===== src/rtl/uart_pkg.sv =====
// uart_pkg: shared FSM state encoding and parity mode constants for the FIFO-fed UART transmitter.
package uart_pkg;
    typedef enum logic [2:0] {
        ST_IDLE   = 3'd0,
        ST_START  = 3'd1,
        ST_DATA   = 3'd2,
        ST_PARITY = 3'd3,
        ST_STOP   = 3'd4
    } state_t;
    localparam int PAR_NONE = 0;
    localparam int PAR_ODD  = 1;
    localparam int PAR_EVEN = 2;
endpackage


===== src/rtl/fifo_uart_tx_baud_tick.sv =====
// baud_tick: bit-period counter; tick pulses on the last rclk cycle of each bit.
// Ports: rclk/rrst (async high reset), clear restarts the period, tick marks the bit boundary.
module baud_tick #(
    parameter int CLKS_PER_BIT = 16
) (
    input  logic rclk,
    input  logic rrst,
    input  logic clear,
    output logic tick
);
    localparam int CW = $clog2(CLKS_PER_BIT);
    logic [CW-1:0] cnt_q;
    assign tick = cnt_q == CW'(CLKS_PER_BIT - 1);
    always_ff @(posedge rclk or posedge rrst) begin
        if (rrst) cnt_q <= '0;
        else      cnt_q <= (clear || tick) ? '0 : cnt_q + 1'b1;
    end
endmodule


===== src/rtl/fifo_uart_tx.sv =====
// fifo_uart_tx: drains a fall-through FIFO read port and serialises each word as a UART frame.
// Ports: rclk/rrst (async high reset); rdata/rempty from the FIFO, rinc pop strobe back to it;
// enable gates new frames; txd serial line (idle high); busy high while a frame is on the line.
module fifo_uart_tx
    import uart_pkg::*;
#(
    parameter int DATASIZE     = 8,
    parameter int CLKS_PER_BIT = 16,
    parameter int PARITY       = 0,
    parameter int STOPBITS     = 1
) (
    input  logic                rclk,
    input  logic                rrst,
    input  logic [DATASIZE-1:0] rdata,
    input  logic                rempty,
    output logic                rinc,
    input  logic                enable,
    output logic                txd,
    output logic                busy
);
    localparam int BW = $clog2(DATASIZE + 1);
    state_t              state_q;
    logic [DATASIZE-1:0] shift_q;
    logic [BW-1:0]       bit_q;
    logic                stop_q, par_q, txd_q, busy_q;
    logic                tick, last_stop, pop;

    baud_tick #(.CLKS_PER_BIT(CLKS_PER_BIT)) u_baud (
        .rclk  (rclk),
        .rrst  (rrst),
        .clear (pop),
        .tick  (tick)
    );

    // A pop is allowed from IDLE or on the very last stop cycle, which makes streaming gapless.
    always_comb begin
        last_stop = (STOPBITS == 1) || stop_q;
        pop = enable && !rempty &&
              (state_q == ST_IDLE || (state_q == ST_STOP && tick && last_stop));
    end

    assign rinc = pop;
    assign txd  = txd_q;
    assign busy = busy_q;

    always_ff @(posedge rclk or posedge rrst) begin
        if (rrst) begin
            state_q <= ST_IDLE;
            shift_q <= '0;
            bit_q   <= '0;
            stop_q  <= 1'b0;
            par_q   <= 1'b0;
            txd_q   <= 1'b1;
            busy_q  <= 1'b0;
        end else if (pop) begin
            state_q <= ST_START;
            shift_q <= rdata;
            par_q   <= (PARITY == PAR_EVEN) ? ^rdata : ~^rdata;
            bit_q   <= '0;
            stop_q  <= 1'b0;
            txd_q   <= 1'b0;
            busy_q  <= 1'b1;
        end else if (tick) begin
            case (state_q)
                ST_START: begin
                    state_q <= ST_DATA;
                    txd_q   <= shift_q[0];
                end
                ST_DATA: begin
                    if (bit_q == BW'(DATASIZE - 1)) begin
                        bit_q   <= '0;
                        state_q <= (PARITY != PAR_NONE) ? ST_PARITY : ST_STOP;
                        txd_q   <= (PARITY != PAR_NONE) ? par_q : 1'b1;
                    end else begin
                        bit_q   <= bit_q + 1'b1;
                        shift_q <= shift_q >> 1;
                        txd_q   <= shift_q[1];
                    end
                end
                ST_PARITY: begin
                    state_q <= ST_STOP;
                    txd_q   <= 1'b1;
                end
                ST_STOP: begin
                    if (last_stop) begin
                        state_q <= ST_IDLE;
                        busy_q  <= 1'b0;
                        txd_q   <= 1'b1;
                    end else begin
                        stop_q  <= 1'b1;
                    end
                end
                default: ;
            endcase
        end
    end
endmodule


===== config.mk =====
export PLATFORM = sky130hd
export DESIGN_NAME = fifo_uart_tx
export DESIGN_NICKNAME = d
export VERILOG_FILES = /design/src/rtl/uart_pkg.sv /design/src/rtl/fifo_uart_tx_baud_tick.sv /design/src/rtl/fifo_uart_tx.sv
export SDC_FILE = /design/constraint.sdc
export NUM_CORES = 1
export LEC_CHECK = 0
export ABC_CLOCK_PERIOD_IN_PS = 4300
export BUFFER_PORTS_ARGS = -buffer_cell sky130_fd_sc_hd__buf_4
export CAP_MARGIN = 30
export CORE_UTILIZATION = 40
export CTS_BUF_LIST = sky130_fd_sc_hd__clkbuf_4 sky130_fd_sc_hd__clkbuf_8
export CTS_CLUSTER_SIZE = 16
export DETAILED_ROUTE_END_ITERATION = 16
export PLACE_DENSITY = 0.61
export SLEW_MARGIN = 20
export SYNTH_ARGS = -nofsm -noshare
export SYNTH_HDL_FRONTEND = slang
export SYNTH_SLANG_ARGS = --single-unit

===== constraint.sdc =====
create_clock -name rclk -period 4.3 [get_ports rclk]
set_clock_uncertainty 0.2 [all_clocks]
set_input_delay 0.215 -clock rclk [delete_from_list [all_inputs] [get_ports rclk]]
set_output_delay 0.215 -clock rclk [all_outputs]
set_load 0.005 [all_outputs]

### Word-level counts from Yosys, hierarchy flattened

Index checks and enable logic that the tools add are counted.

* flip-flop bits (word level): 21
* output and inout port bits: 3
* input port bits: 12
* word-level logic and storage cells: 54

* eq/ne operators: 8
* add/sub/neg operators: 2
* mux-type cells: 20
* reductions and logical operators: 18

Operator list (number)
* 8-bit 2-to-1 mux: 4
* 4-bit 2-to-1 mux: 5
* 3-bit case mux with 4 select lines: 1
* 3-bit 2-to-1 mux: 3
* 4-bit by 1-bit adder with 4-bit output (second input constant): 2
* 3-bit by 2-bit equality test with 1-bit output (second input constant): 2
* 1-bit 2-to-1 mux: 6
* 2-bit AND reduction: 3
* 3-bit AND reduction: 2
* 2-bit nonzero test: 3
* 5-bit nonzero test: 1
* 4-bit by 3-bit equality test with 1-bit output (second input constant): 1
* 4-bit equality test (second input constant): 1
* 4-bit nonzero test: 1
* 3-bit by 1-bit equality test with 1-bit output (second input constant): 1
* 3-bit equality test (second input constant): 1
* 1-bit logical AND: 3
* 3-bit zero test: 1
* 3-bit by 2-bit inequality test with 1-bit output (second input constant): 1
* 1-bit case mux with 3 select lines: 1
* 1-bit logical OR: 2
* 2-bit by 1-bit inequality test with 1-bit output (second input constant): 1
* 2-bit OR reduction: 1
* 1-bit zero test: 1

### Depth between registers and ports, before layout

Gate-level depths: netlist of run 1.

* depth after elaboration: 6
* depth in mapped cells: 6
* gate-level depth less buffers: 5

### Modules after synthesis

Synthesis of run 1 repeated with hierarchy kept, for this count alone.

* cells, all modules: 96
* area, all modules: 1034.7 µm²

Modules (own cells, without submodules)
* fifo_uart_tx: cells an instance 82, seq. area each 426.7 µm², instances 1, area each 859.6 µm²
* baud_tick: cells an instance 14, seq. area each 100.1 µm², instances 1, area each 175.2 µm²

### Worst setup path after synthesis of run 1

No wires, ideal clock.

* path type: register -> register
* start point: register u_baud.cnt_q[0]
* end point: register bit_q[3]
* data arrival time: 1707 ps
* buffers on the path: 0
* setup slack: 2316 ps
* required time: 4023 ps
* clock period less this slack: 1984 ps
* setup time: 77 ps
* stages on the path, launching flop included: 6
* cells stage by stage: dfrtp_1 > ha_1 > nand3_4 > or3_4 > or4_1 > a21oi_1

* word-level cells in the longest chain between the ends: 6
* elaborated cells between the ends (all ways): 8
* those cells by class: eq/ne: 1; mux: 1; reduce/logical: 6

Ends and longest elaborated chain
* from (decl): line fifo_uart_tx_baud_tick.sv:12 `logic [CW-1:0] cnt_q;`
* from (signal assigned): line fifo_uart_tx_baud_tick.sv:16 `else cnt_q <= (clear || tick) ? '0 : cnt_q + 1'b1;`
* 4-bit equality test *: line fifo_uart_tx_baud_tick.sv:13 `assign tick = cnt_q == CW'(CLKS_PER_BIT - 1);`
* 1-bit logical AND: line fifo_uart_tx.sv:39 `(state_q == ST_IDLE || (state_q == ST_STOP && tick && last_stop));`
* 1-bit logical OR: line fifo_uart_tx.sv:39
* 1-bit logical AND: line fifo_uart_tx.sv:38 `pop = enable && !rempty &&`
* 2-bit nonzero test (no line)
* 2-bit AND reduction (no line)
* to (signal assigned): line fifo_uart_tx.sv:75 `bit_q <= bit_q + 1'b1;`
* to (decl): line fifo_uart_tx.sv:24 `logic [BW-1:0] bit_q;`

Every way passes the cells marked *; elsewhere a longest branch is shown, timed or not.
A chain may end at the register's enable or synchronous reset.

### Worst setup path after layout of run 1

* start point: register state_q[0]
* end point: output port rinc

* word-level cells in the longest chain between the ends: 4
* elaborated cells between the ends (all ways): 5
* those cells by class: eq/ne: 1; reduce/logical: 4

Ends and longest elaborated chain
* from (decl): line fifo_uart_tx.sv:22 `state_t state_q;`
* from (signal assigned): line fifo_uart_tx.sv:72 `state_q <= (PARITY != PAR_NONE) ? ST_PARITY : ST_STOP;`
* 3-bit equality test: line fifo_uart_tx.sv:39
* 1-bit logical AND: line fifo_uart_tx.sv:39
* 1-bit logical OR *: line fifo_uart_tx.sv:39
* 1-bit logical AND *: line fifo_uart_tx.sv:38
* to (decl): line fifo_uart_tx.sv:16 `output logic rinc,`

Marks and branches as above.

==> impl_metrics.ini, run 1 <==
[flow_run]
maxCapViolations = 0

[finish]
drive_above_1_share_pct = 21.85
nFillCells = 228
final_common_cell = dfrtp_1
antenna_cells = 0
fin_nets = 134
final_cell_mix = dfrtp_1 (20), buf_4 (14), nor2_1 (11), dlygate4sd3_1 (9), a22o_1 (7)
multi_input_area_sq_um = 498.0
seqCellArea_sq_um = 526.8
areaGrowthSynthToFinish_pct = 22.81

[routing]
final_antenna_net_count = 0
wl_per_cell_microns = 13.29
drtIter0Drc = 22
viasPerCell = 5.436
drcViolationCount = 0
totalWireLength_microns = 1980
vias = 810
dr.pass1.iters = 4

[worst_setup_path]
critical_path_required_ns = 3.88
path_class = reg2out
crit_path_max_fanout = 17
worstPathCellList = or4b_4 > a21oi_4 > buf_4
reg2reg_slack_ns = 2.05
cpLargestDelayFamily = simple AND/OR/NAND/NOR gates
cp.arrival_ns = 2.01
cp_slowest_stage_delay_ns = 0.60
cp-end-kind = primary output
worst-path-buf-inv = 1
r2r_start = state_q[0]$_DFFE_PP0P_
rr_worst_depth = 4
crit_path_start_kind = register
slowest_stage = or4b_4
crit_start = state_q[0]$_DFFE_PP0P_
reg2reg_to = shift_q[7]$_DFFE_PP0P_

[timing]
setup_tns_ns = 0
drv_slew = 0
timing.final.ws_setup_ns = 1.875
maxSlewHeadroom_pct = 46.75
fin_crit_ns = 2.425
hold_violations = 0
tightestPinTransition_ns = 0.7979
fin_crit_sh_pct = 56.40
setup_violations = 0
rsz0062_at_grt = no
fmax_ghz = 0.4123

[worst_hold_path]
hold_path_end = txd$_DFFE_PP1P_
min_path_type = in2reg
whs_path_depth = 3
min_from = enable

[grt]
grt_pass1_vias = 758
grt_antenna_before_repair = 0
grtUsageTotal_pct = 16.51
grt-ovfl-total = 0
grt_pass1_wl_microns = 3339
grt_max_degree = 22

[floorplanning]
row_count = 18
die_h_microns = 53.44
chipWidth_microns = 53.44
design.core.area_sq_mm = 0.002500
initial_core_util_pct = 42.34
ios = 15
dieArea_sq_mm = 0.002856

[power_and_ir_drop]
power_frac_seq_pct = 55.3
comb_power_share_pct = 30.4
powerDensity_mw_per_mm2 = 518.0
p_clk_share_pct = 14.3
vdd_drop_max_v = 0.0002833
switching_share_pct = 35.52
power.internal_mw = 0.4341
p_leak_nw = 0.6030
p_sw_mw = 0.2392

[place]
gp_congestion = 0.7550
port_buffers = 14
dpl.hpwl_microns = 1332
pre_cts_slack_ns = 2.042

[synthesis]
yosys.cell_types.count = 39
synth_area_sq_mm = 0.001059
seq_area_frac_synth_pct = 49.76
syn_inst = 95
async_flop_share_pct = 100.0
syn_avg_cell_area_sq_um = 11.14
synth_edf_count = 0
synth_ff_type = dfrtp_1
ys_ff_latch = 21
syn-num-nets = 109
yosysWarnings = 0

[cts]
root_buffer = clkbuf_4
clk_pin_slew_ns = 0.12
htree_levels = 1
hold_buffers = 9
cts_resized = 0
clkSinkCount = 21
cts.path.max_buffers = 2
cts_tree = done
postCtsSetupBuffers = 0
clk_latency_ns = 0.30
cts_buffers = 3

[outcome]
status = finished, final reports clean
## worst min-delay path: stages
cell	delay, ns
buf_4	0.09
a211o_1	0.14
a32o_1	0.16
## cells by family (layout without fill, tap and decap cells)
group	after synthesis	after routing	share of synthesized area [%]
compound gates	29	29	21.75
xor+xnor	3	3	2.483
fa+ha+maj	2	2	2.364
buf+inv	7	31	3.191
flops	21	21	49.76
mux	2	2	1.891
simple gates	31	31	18.56
## power by group through the flow
stage	sequential (mW)	clock, mW	combinational (mW)
5_1_grt	0.385	0.110	0.235
6_report	0.372	0.0964	0.205
3_5_place_dp	0.376	0	0.200
2_1_floorplan	0.344	0	0.183
3_3_place_gp	0.372	0	0.194
4_1_cts	0.372	0.103	0.208
## routing by layer
metal  track usage, %  up-vias  wire, microns
met2            24.17       12            992
met1            22.78      394            929
met4            7.456        0             13
met3            3.736        2             43
met5                0        -              0
li1                 -      402              -
## flip-flops by register name, indices dropped and copies added, names as in the netlist
name          cells
txd               1
bit_q             4
u_baud.cnt_q      4
state_q           3
shift_q           8
busy              1
## cell type report
cell class | instances | share of cell area (%)
inverter | 4 | 1.155
tap | 30 | 2.887
clock buffer | 3 | 1.732
clock inverter | 1 | 0.3850
timing repair buffer | 23 | 15.01
multi-input combinational | 67 | 38.31
sequential | 21 | 40.52
## through the flow
step / total power, mW / instance area [sq um] / instances / util [%] / hold WS, ns
2_1_floorplan: 0.5261 / 1059 / 95 / - / -0.009213
3_3_place_gp: 0.5656 / 1182 / 136 / 47.30 / 0.2121
3_5_place_dp: 0.5766 / 1182 / 136 / 47.30 / 0.2251
4_1_cts: 0.6823 / 1300 / 149 / 52.00 / 0.1186
5_1_grt: 0.7305 / 1300 / 149 / 52.00 / 0.1390
6_report: 0.6733 / 1300 / 149 / 52.00 / 0.1265
## cells in the mapped netlist, drive strengths merged, types with 2 or more instances
cell	instances	area (sq um)
a21o	6	45.04
a21oi	3	26.28
a22o	7	61.31
clkbuf	2	7.510
dfrtp	20	500.5
ha	2	25.02
inv	4	15.01
mux2i	2	20.02
nand2	4	15.01
nand3	4	32.53
nor2	11	41.29
nor4	2	27.53
o21ai	4	20.02
xnor2	2	17.52
## worst max path at each step
| stage | end | slack, ns | cells past startpoint |
|---|---|---|---|
| floorplan | bit_q[3]$_DFFE_PP0P_ | 2.32 | 5 |
| global placement | shift_q[7]$_DFFE_PP0P_ | 2.09 | 4 |
| detailed placement | shift_q[7]$_DFFE_PP0P_ | 2.04 | 4 |
| CTS | rinc | 1.84 | 3 |
| global route | rinc | 1.76 | 3 |
| finish | rinc | 1.87 | 3 |
No activity file was read; power rests on OpenSTA's default activity.
==> run 2, diff against run 1 <==
Settings changed: ABC_CLOCK_PERIOD_IN_PS 4300 to 2100, PLACE_DENSITY 0.61 to 0.63.
Clock period 4.3 ns to 2.1 ns, I/O delays scaled along.
==> run 2 against run 1 <==
  * Sequential power rose by 92%
  * Combinational power rose to 2.8 times the previous value
  * Count of clock-buffer cells in the layout rose by 1
  * Critical path type unchanged
  * Critical endpoint unchanged
  * Largest cell class unchanged
  * Highest routed layer unchanged
  * Sequential share of layout area fell by 2.9 points
  * Non-clock buffer count rose by 12
  * Clock power rose by 120%
  * Cell area rose by 7.9%
  * Global-route usage rose by 3.3 points
  * Register-to-register slack got worse by 1.9 ns
  * Power rose by 120%
==> impl_metrics.ini, run 2 (synthesis results as in run 1) <==
[outcome]
status = finished, final reports clean

[cts]
htree_levels = 1
clk_pin_slew_ns = 0.11
cts.path.max_buffers = 2
clk_latency_ns = 0.31
clkSinkCount = 21
root_buffer = clkbuf_4
cts_buffers = 3
cts_tree = done

[timing]
drv_slew = 0
tightestPinTransition_ns = 0.8386
fin_crit_sh_pct = 95.91
setup_tns_ns = 0
setup_violations = 0
fmax_ghz = 0.4965
rsz0062_at_grt = no
fin_crit_ns = 2.014
maxSlewHeadroom_pct = 44.03
hold_violations = 0

[grt]
grt_pass1_wl_microns = 3919
grt-ovfl-total = 0
grtUsageTotal_pct = 19.81
grt_antenna_before_repair = 0
grt_pass1_vias = 876
grt_max_degree = 22

[power_and_ir_drop]
vdd_drop_max_v = 0.0007047
p_leak_nw = 0.6599
powerDensity_mw_per_mm2 = 1071
p_total_mw = 1.502

[finish]
stdcell_count = 161
final_common_cell = buf_4
areaGrowthSynthToFinish_pct = 32.51
antenna_cells = 0
seqCellArea_sq_um = 528.0
drive_above_1_share_pct = 29.77
nFillCells = 221
top_regs = shift_q (8), bit_q (4), u_baud.cnt_q (4)
largest_reg_flops = 8
final_cell_mix = buf_4 (24), dfrtp_1 (19), nor2_1 (11), dlygate4sd3_1 (10), a22o_1 (7)
fin_area_sq_mm = 0.001403
multi_input_area_sq_um = 500.5
top_register = shift_q
fin_nets = 146

[floorplanning]
design.core.area_sq_mm = 0.002500
row_count = 18
ios = 15
initial_core_util_pct = 42.34
dieArea_sq_mm = 0.002856
die_h_microns = 53.44
chipWidth_microns = 53.44

[routing]
wl_per_cell_microns = 14.47
dr.pass1.iters = 4
drcViolationCount = 0
totalWireLength_microns = 2329
drtIter0Drc = 14
vias = 871
viasPerCell = 5.410
final_antenna_net_count = 0

[worst_setup_path]
path_class = reg2out
crit_start = state_q[1]$_DFFE_PP0P_
cp.arrival_ns = 1.71
critical_path_required_ns = 1.79
crit_path_start_kind = register
cp-end-kind = primary output
r2r_start = u_baud.cnt_q[0]$_DFF_PP0_
crit_path_max_fanout = 7

[worst_hold_path]
min_path_type = in2reg
min_from = rempty

[place]
port_buffers = 14
placed_area_sq_mm = 0.001242
gp_congestion = 0.7759
dp_cells = 144
dpl.hpwl_microns = 1559

[flow_run]
maxCapViolations = 0
-- run 2: through the flow --
| stage | setup slack, ns | utilization, % | hold slack, ns |
|---|---|---|---|
| after floorplan | 0.1158 | - | -0.1192 |
| after global placement | 0.1601 | 49.70 | 0.1109 |
| after detailed placement | 0.09221 | 49.70 | 0.1164 |
| after CTS | 0.0007875 | 55.26 | 0.01517 |
| after global routing | 0.01250 | 56.11 | 0.04364 |
| final | 0.08581 | 56.11 | 0.03391 |
-- run 2: cell type report --
class	count	share of cell area, %
inverters	4	1.070
repair buffers	35	20.78
flip-flops and latches	21	37.64
well taps	30	2.676
multi-input cells	67	35.68
clock buffers	4	2.141
-- run 2: final timing paths --
path / end / slack (ns) / cells after the start
min in group asynchronous: state_q[2]$_DFFE_PP0P_ / 0.31 / 3
worst min-delay path: busy$_DFFE_PP0P_ / 0.03 / 4
worst max-delay path: rinc / 0.09 / 4
worst min register to register: shift_q[2]$_DFFE_PP0P_ / 0.30 / 1
max in group asynchronous: state_q[1]$_DFFE_PP0P_ / 0.82 / 3
worst max register to register: bit_q[3]$_DFFE_PP0P_ / 0.14 / 5
-- run 2: report_power, final --
part           internal (mW)  switching (mW)
clock                 0.0871           0.127
combinational          0.300           0.276
sequential             0.589           0.124
-- run 2: worst max-delay path: stages, from the launching register on --
cell	delay [ns]
dfrtp_2	0.43
or4b_4	0.58
a21oi_4	0.15
buf_6	0.14
buf_4	0.11
-- run 2: what timing repair did --
| item | CTS | global route |
|---|---|---|
| endpoints found under the hold margin | 29 | 0 |
| resized for setup | 1 | 2 |
| cloned | 0 | 0 |
| endpoints found under the setup margin | 1 | 4 |
| hold buffers | 10 | 0 |
| setup buffers | 1 | 2 |
-- run 2: metal layers --
| metal | track usage [%] | wire, microns |
|---|---|---|
| met4 | 8.772 | 28 |
| met1 | 25.09 | 1098 |
| met5 | 0 | 0 |
| met3 | 3.448 | 38 |
| met2 | 32.50 | 1164 |
